--- src/rtl/sha256_pkg.sv ---
// Shared definitions for the SHA-256 message queue front end.
// Contents: IV constant, register map, CTRL/STATUS bit positions,
// block/hash/tag types and the sequencer state encoding.
// No ports (package).
package sha256_pkg;

  typedef logic [15:0][31:0] blk_t;   // word 0 lives in [15] -> bits [511:480]
  typedef logic [7:0][31:0]  hash_t;  // H0 lives in [7]      -> bits [255:224]

  typedef enum logic [1:0] {IDLE, START, WAIT, CAPTURE} fsm_e;

  typedef struct packed {
    logic first;
    logic last;
  } tag_t;

  localparam hash_t SHA256_IV = {
    32'h6a09e667, 32'hbb67ae85, 32'h3c6ef372, 32'ha54ff53a,
    32'h510e527f, 32'h9b05688c, 32'h1f83d9ab, 32'h5be0cd19
  };

  localparam int NUM_BLK_WORDS = 16;
  localparam int REG_CTRL      = 16;
  localparam int REG_STATUS    = 17;
  localparam int REG_DIGEST0   = 18;
  localparam int NUM_DIGEST_W  = 8;

  localparam int CTRL_COMMIT = 0;
  localparam int CTRL_FIRST  = 1;
  localparam int CTRL_LAST   = 2;
  localparam int CTRL_ABORT  = 3;

  localparam int STATUS_DONE    = 0;
  localparam int STATUS_BUSY    = 1;
  localparam int STATUS_OVF     = 2;
  localparam int STATUS_FULL    = 3;
  localparam int STATUS_EMPTY   = 4;
  localparam int STATUS_IRQ     = 5;
  localparam int STATUS_CNT_LSB = 8;

endpackage

--- src/rtl/sha256_blk_ring.sv ---
// Ring of NUM_BUFS 512-bit message blocks with {FIRST,LAST} tags.
// Ports:
//   clk, reset         clock, synchronous active-high reset
//   clear              drop all queued blocks (pointers, count, tags)
//   wr_en/wr_idx/wr_data  word write into the fill buffer buf[wr_ptr]
//   commit/commit_tag  tag the fill buffer and push it
//   pop                retire the block at rd_ptr
//   rd_blk/rd_tag      block and tag at rd_ptr
//   count/full/empty   occupancy
// Writes and commits arriving while full are dropped here; the caller
// flags the overflow.
module sha256_blk_ring
  import sha256_pkg::*;
#(
  parameter  int NUM_BUFS = 2,
  localparam int PTR_W    = $clog2(NUM_BUFS),
  localparam int CNT_W    = $clog2(NUM_BUFS + 1)
) (
  input  logic             clk,
  input  logic             reset,
  input  logic             clear,
  input  logic             wr_en,
  input  logic [3:0]       wr_idx,
  input  logic [31:0]      wr_data,
  input  logic             commit,
  input  tag_t             commit_tag,
  input  logic             pop,
  output blk_t             rd_blk,
  output tag_t             rd_tag,
  output logic [CNT_W-1:0] count,
  output logic             full,
  output logic             empty
);

  blk_t             bufs [NUM_BUFS];
  tag_t             tags [NUM_BUFS];
  logic [PTR_W-1:0] wr_ptr;
  logic [PTR_W-1:0] rd_ptr;
  logic             wr_ok;
  logic             commit_ok;

  assign full      = (count == CNT_W'(NUM_BUFS));
  assign empty     = (count == '0);
  assign wr_ok     = wr_en & ~full;
  assign commit_ok = commit & ~full & ~clear;
  assign rd_blk    = bufs[rd_ptr];
  assign rd_tag    = tags[rd_ptr];

  // Word i is stored at packed index 15-i, which for 4 bits is ~i.
  always_ff @(posedge clk) begin
    if (reset) begin
      for (int i = 0; i < NUM_BUFS; i++) bufs[i] <= '0;
    end else if (wr_ok) begin
      bufs[wr_ptr][~wr_idx] <= wr_data;
    end
  end

  always_ff @(posedge clk) begin
    if (reset || clear) begin
      for (int i = 0; i < NUM_BUFS; i++) tags[i] <= '0;
      wr_ptr <= '0;
      rd_ptr <= '0;
      count  <= '0;
    end else begin
      if (commit_ok) begin
        tags[wr_ptr] <= commit_tag;
        wr_ptr       <= wr_ptr + PTR_W'(1);
      end
      if (pop) rd_ptr <= rd_ptr + PTR_W'(1);
      unique case ({commit_ok, pop})
        2'b10:   count <= count + CNT_W'(1);
        2'b01:   count <= count - CNT_W'(1);
        default: count <= count;
      endcase
    end
  end

endmodule

--- src/rtl/sha256_msg_queue_ctrl.sv ---
// Avalon-MM front end queueing message blocks for the SHA-256 core,
// chaining H across FIRST..LAST blocks and holding the final digest.
// Ports:
//   CLK, RESET                        clock, synchronous active-high reset
//   AVL_READ/WRITE/ADDR/WRITEDATA     Avalon-MM slave inputs
//   AVL_READDATA                      registered read data
//   core_start/core_block/core_hin    launch interface to the core
//   core_done/core_digest             result interface from the core
//   irq                               LAST-block completion interrupt
// Build option: define SHA256_MSGQ_IRQ_EN to enable the IRQ status bit
// and irq output; otherwise irq is tied low.
//
// state   | meaning
// IDLE    | waiting for a queued block
// START   | one-cycle core_start for buf[rd_ptr]
// WAIT    | core hashing, waiting for core_done
// CAPTURE | latch digest, retire block
module sha256_msg_queue_ctrl
  import sha256_pkg::*;
#(
  parameter int NUM_BUFS = 2,
  parameter int ADDR_W   = 5
) (
  input  logic              CLK,
  input  logic              RESET,
  input  logic              AVL_READ,
  input  logic              AVL_WRITE,
  input  logic [ADDR_W-1:0] AVL_ADDR,
  input  logic [31:0]       AVL_WRITEDATA,
  output logic [31:0]       AVL_READDATA,
  output logic              core_start,
  output logic [511:0]      core_block,
  output logic [255:0]      core_hin,
  input  logic              core_done,
  input  logic [255:0]      core_digest,
  output logic              irq
);

  localparam int CNT_W = $clog2(NUM_BUFS + 1);

  fsm_e             state, state_nxt;
  hash_t            digest;
  logic             done_q, ovf_q, irq_q;
  logic             word_wr, ctrl_wr, stat_wr;
  logic             commit, abort, capture;
  tag_t             commit_tag, rd_tag;
  blk_t             rd_blk;
  logic [CNT_W-1:0] count;
  logic             full, empty, busy;
  logic [2:0]       dig_idx;
  logic [31:0]      status_word, rd_mux;

  assign word_wr    = AVL_WRITE && (AVL_ADDR < ADDR_W'(NUM_BLK_WORDS));
  assign ctrl_wr    = AVL_WRITE && (AVL_ADDR == ADDR_W'(REG_CTRL));
  assign stat_wr    = AVL_WRITE && (AVL_ADDR == ADDR_W'(REG_STATUS));
  assign abort      = ctrl_wr & AVL_WRITEDATA[CTRL_ABORT];
  assign commit     = ctrl_wr & AVL_WRITEDATA[CTRL_COMMIT];
  assign commit_tag = tag_t'{first: AVL_WRITEDATA[CTRL_FIRST], last: AVL_WRITEDATA[CTRL_LAST]};

  sha256_blk_ring #(.NUM_BUFS(NUM_BUFS)) u_ring (
    .clk        (CLK),
    .reset      (RESET),
    .clear      (abort),
    .wr_en      (word_wr),
    .wr_idx     (AVL_ADDR[3:0]),
    .wr_data    (AVL_WRITEDATA),
    .commit     (commit),
    .commit_tag (commit_tag),
    .pop        (capture),
    .rd_blk     (rd_blk),
    .rd_tag     (rd_tag),
    .count      (count),
    .full       (full),
    .empty      (empty)
  );

  // Buffer at rd_ptr cannot be refilled while queued, and digest only moves
  // in CAPTURE, so both stay stable from START through core_done.
  assign core_block = rd_blk;
  assign core_hin   = rd_tag.first ? SHA256_IV : digest;

  always_ff @(posedge CLK) begin
    if (RESET) state <= IDLE;
    else       state <= state_nxt;
  end

  // core_done is only honoured in WAIT, so stale pulses after ABORT or
  // RESET fall through harmlessly.
  always_comb begin
    state_nxt = state;
    unique case (state)
      IDLE:    if (!empty) state_nxt = START;
      START:   state_nxt = WAIT;
      WAIT:    if (core_done) state_nxt = CAPTURE;
      CAPTURE: state_nxt = IDLE;
      default: state_nxt = IDLE;
    endcase
    if (abort) state_nxt = IDLE;
  end

  always_comb begin
    core_start = (state == START);
    capture    = (state == CAPTURE) && !abort;
  end

  always_ff @(posedge CLK) begin
    if (RESET) begin
      digest <= '0;
      done_q <= 1'b0;
      ovf_q  <= 1'b0;
    end else begin
      if (capture) digest <= core_digest;

      if (capture)                                    done_q <= rd_tag.last;
      else if (core_start && rd_tag.first)            done_q <= 1'b0;
      else if (stat_wr && AVL_WRITEDATA[STATUS_DONE]) done_q <= 1'b0;

      // A fresh overflow wins over a same-cycle clear so it is never lost.
      if (full && (word_wr || commit))               ovf_q <= 1'b1;
      else if (stat_wr && AVL_WRITEDATA[STATUS_OVF]) ovf_q <= 1'b0;
    end
  end

`ifdef SHA256_MSGQ_IRQ_EN
  always_ff @(posedge CLK) begin
    if (RESET)                                     irq_q <= 1'b0;
    else if (capture && rd_tag.last)               irq_q <= 1'b1;
    else if (stat_wr && AVL_WRITEDATA[STATUS_IRQ]) irq_q <= 1'b0;
  end
`else
  assign irq_q = 1'b0;
`endif

  assign irq  = irq_q;
  assign busy = (state != IDLE) || !empty;

  // Digest word i sits at packed index 7-i, which for 3 bits is ~i.
  assign dig_idx = 3'(AVL_ADDR - ADDR_W'(REG_DIGEST0));

  always_comb begin
    status_word                         = '0;
    status_word[STATUS_DONE]            = done_q;
    status_word[STATUS_BUSY]            = busy;
    status_word[STATUS_OVF]             = ovf_q;
    status_word[STATUS_FULL]            = full;
    status_word[STATUS_EMPTY]           = empty;
    status_word[STATUS_IRQ]             = irq_q;
    status_word[STATUS_CNT_LSB +: 8]    = 8'(count);

    rd_mux = '0;
    if (AVL_ADDR == ADDR_W'(REG_STATUS))
      rd_mux = status_word;
    else if (AVL_ADDR >= ADDR_W'(REG_DIGEST0) &&
             AVL_ADDR <  ADDR_W'(REG_DIGEST0 + NUM_DIGEST_W))
      rd_mux = digest[~dig_idx];
  end

  always_ff @(posedge CLK) begin
    if (RESET)         AVL_READDATA <= '0;
    else if (AVL_READ) AVL_READDATA <= rd_mux;
  end

endmodule

--- config.mk ---
export PLATFORM = sky130hd
export DESIGN_NAME = sha256_msg_queue_ctrl
export DESIGN_NICKNAME = d
export VERILOG_FILES = /design/src/rtl/sha256_pkg.sv /design/src/rtl/sha256_blk_ring.sv /design/src/rtl/sha256_msg_queue_ctrl.sv
export SDC_FILE = /design/constraint.sdc
export NUM_CORES = 2
export LEC_CHECK = 0
export CORE_AREA = 2 2 423 425
export DETAILED_ROUTE_END_ITERATION = 16
export DIE_AREA = 0 0 425 427
export MAX_ROUTING_LAYER = met4
export PLACE_DENSITY = 0.56
export SYNTH_ARGS = -nofsm -noshare
export SYNTH_HDL_FRONTEND = slang
export SYNTH_SLANG_ARGS = --single-unit
--- constraint.sdc ---
create_clock -name CLK -period 6.4 [get_ports CLK]
set_input_delay 0.64 -clock CLK [delete_from_list [all_inputs] [get_ports CLK]]
set_output_delay 0.64 -clock CLK [all_outputs]
set_load 0.005 [all_outputs]
==> impl_metrics.yaml <==
outcome:
  status: "finished, final reports clean"
logic_synthesis:
  ys_seq_elements: 1325
  netlist_area_sq_mm: 0.0589
  yosys.area_share.simple_pct: 18.5
  syn_nets: 4924
  async_reset_ff_share_pct: 0
  synth_adder_area_share_pct: 0.149
  synth_area_leader_cell: "edfxtp_1"
  synth_top_family_by_area: "simple AND/OR/NAND/NOR gates"
  ys_seq_area_share_pct: 62.5
  ys_top_cells_by_count: "and2_1, edfxtp_1, mux2_2"
  synth_top_flop_cell: "edfxtp_1"
  synth_area_leaders: "edfxtp_1, and2_1, mux2_2"
  synthXorXnorAreaFrac_pct: 0.0446
  syn_area_per_cell_sq_um: 12.8
  synth.most_common_cell: "and2_1"
  synth-edff-count: 1028
  synth-compound-area-share_pct: 3.15
  synth_warnings: 0
  synth.area.mux_share_pct: 12.7
  ys_types: 58
  syn-instance-count: 4619
  yosysTopAreaCellShare_pct: 52.4
cts:
  cts_buffers: 153
  cts.clk_slew.worst_paths_ps: 60
  insertion_delay_ps: 800
  cts.sinks: 1325
  cts_resized: 0
  h-tree-depth: 4
  cts_hold_buf: 0
  cts_setup_buffers: 0
  cts_tree: "built"
  cts_max_path_buffers: 3
  root_buffer: "clkbuf_16"
timing:
  drv_slew: 0
  relSlewSlack_pct: 15.0
  period_share_pct: 72.0
  worst_slew_pin_slew_ps: 1280
  timing.final.crit_period_ps: 4610
  setup_slack_ps: 1790
  skew_ps: 27.9
  setup_viol: 0
  rsz0062_at_grt: "no"
  final_hold_viol_count: 0
  tns_ps: 0
  clock.fmax_ghz: 0.217
grt:
  first_global_vias: 38706
  use_met2_pct: 42.7
  antenna_found_initial: 43
  grt_remaining_overflow: 0
  grt_max_degree: 162
  grtUsageMet3_pct: 5.82
  met1_usage_pct: 24.9
  grt.busiest_layer: "met2"
  grt_pass1_wl_mm: 299
  track_usage_pct: 24.0
die:
  rows: 155
  initial_core_util_pct: 33.3
  die_h_um: 427
  core_area_sq_mm: 0.177
  num_io_pins: 1100
  die_area_sq_mm: 0.181
  die_w_um: 425
route:
  ant_nets: 0
  wirelength_mm: 218
  drt-vias-per-instance: 4.81
  first_pass_iters: 5
  wl_per_cell_um: 27.0
  vias: 38902
  remaining_drc_errors: 0
  drt_iter0_markers: 2509
power:
  finalPower_mw: 19.4
  leakage_nw: 27.9
  p_clk_share_pct: 43.7
  pwr-share-comb_pct: 7.0
  power_switching_mw: 4.35
  power_density_mw_per_mm2: 252
  peakVddDrop_mv: 0.246
  p_int_mw: 15.0
  power_frac_seq_pct: 49.3
  swShare_pct: 22.5
worst_hold_path:
  min_path_type: "input pin to flop"
  min-delay-start: "RESET"
place:
  place_ws_ps: 2210
  hpwl_mm: 152
  post-place-cells: 7755
  gp_congestion: 0.906
  portBuffers: 1098
critical_path:
  critPathRequiredTime_ps: 5760
  path_class: "flop to output pin"
  crit_arrival_ps: 3970
  start_kind: "flop"
  r2r_start: "state[1]$_SDFFE_PP0P_"
  worst-path-max-fanout: 140
  crit_path_end_kind: "output pin"
layout:
  synthToLayoutAreaGrowth_pct: 30.4
  fillers: 16454
  drive_gt1_share_pct: 17.1
  fin_cells: 8086
  fin_util_pct: 43.3
  fin_nets: 5860
run:
  cap_violations: 0
-- layout make-up --
type,count,area (sq um),share of cell area [%]
diodes,55,138,0.179
clock buffers,215,4300,5.60
clock inverters,61,485,0.632
inverters,10,45.0,0.0586
multi-input cells,2880,20400,26.6
flip-flops and latches,1325,36800,47.9
well taps,2355,2950,3.83
repair buffers,1185,11700,15.2
-- state kept, by name, summed over array words and instances, names as in the netlist, named ones only --
name and cells:
u_ring.count 2, u_ring.wr_ptr 1, AVL_READDATA 32, u_ring.tags 4, state 2, u_ring.rd_ptr 1
ovf_q 1, done_q 1, u_ring.bufs 1024, digest 256
-- power groups by stage --
stage / Clock, mW / Sequential (mW) / Combinational [mW]
floorplan: 0 / 9.70 / 0.484
global placement: 0 / 9.72 / 1.39
detailed placement: 0 / 9.73 / 1.39
CTS: 8.66 / 9.55 / 1.40
global route: 8.96 / 9.57 / 1.43
finish: 8.46 / 9.55 / 1.36
-- path summary, 6_finish.rpt --
check,to,slack (ps),cells after the start
setup / recovery,core_hin[94],1790,4
hold / removal,digest[9]$_SDFFE_PP0P_,340,2
setup reg to reg,digest[26]$_SDFFE_PP0P_,3320,7
hold reg to reg,digest[100]$_SDFFE_PP0P_,470,2
-- cell usage in the layout, fill, tap and decap left out, types with 7 or more instances in the layout --
cell / Yosys / routed
and2_1: 1147 / 1147
clkbuf_16: 0 / 160
diode_2: 0 / 55
mux2_2: 538 / 538
dfxtp_1: 297 / 296
mux4_2: 49 / 49
clkinv_1: 0 / 29
nor3_2: 3 / 10
clkdlybuf4s50_1: 0 / 1082
mux2i_1: 30 / 29
inv_1: 8 / 8
a21oi_1: 262 / 262
clkbuf_1: 240 / 46
clkinv_2: 0 / 17
nand2_1: 527 / 527
clkbuf_8: 0 / 9
a22oi_1: 11 / 11
edfxtp_1: 1028 / 1028
nor2b_1: 7 / 7
a22o_1: 24 / 24
nor3_4: 19 / 22
buf_2: 67 / 14
nor2_1: 13 / 12
nand2b_1: 140 / 140
or2_2: 33 / 33
buf_4: 6 / 81
-- stage by stage --
| stage | hold slack (ps) | cell area, sq um |
|---|---|---|
| after CTS | 272 | 76700 |
| after global placement | 454 | 71900 |
| after detailed placement | 458 | 71900 |
| after global routing | 316 | 76800 |
| final | 342 | 76800 |
| after floorplan | 441 | 58900 |
-- logic make-up after synthesis --
| kind of cell | Yosys count |
|---|---|
| flops | 1325 |
| mux | 617 |
| fa+ha+maj | 7 |
| compound gates | 329 |
| simple gates | 1923 |
| other cells | 1 |
| buf+inv | 414 |
| xor+xnor | 3 |
-- per-layer routing --
| layer | part of all wire [%] | wire length (um) |
|---|---|---|
| met1 | 36 | 78300 |
| met2 | 53 | 115000 |
| met3 | 6.3 | 13700 |
| met4 | 5.0 | 10900 |
| met5 | 0 | 0 |
-- critical path, cell delays in order (launching register included) --
cell,delay (ps)
dfxtp_4,980
mux2i_4,670
buf_12,390
and2_1,230
clkdlybuf4s50_1,550
Note: power is estimated with default switching activity, not from simulation.
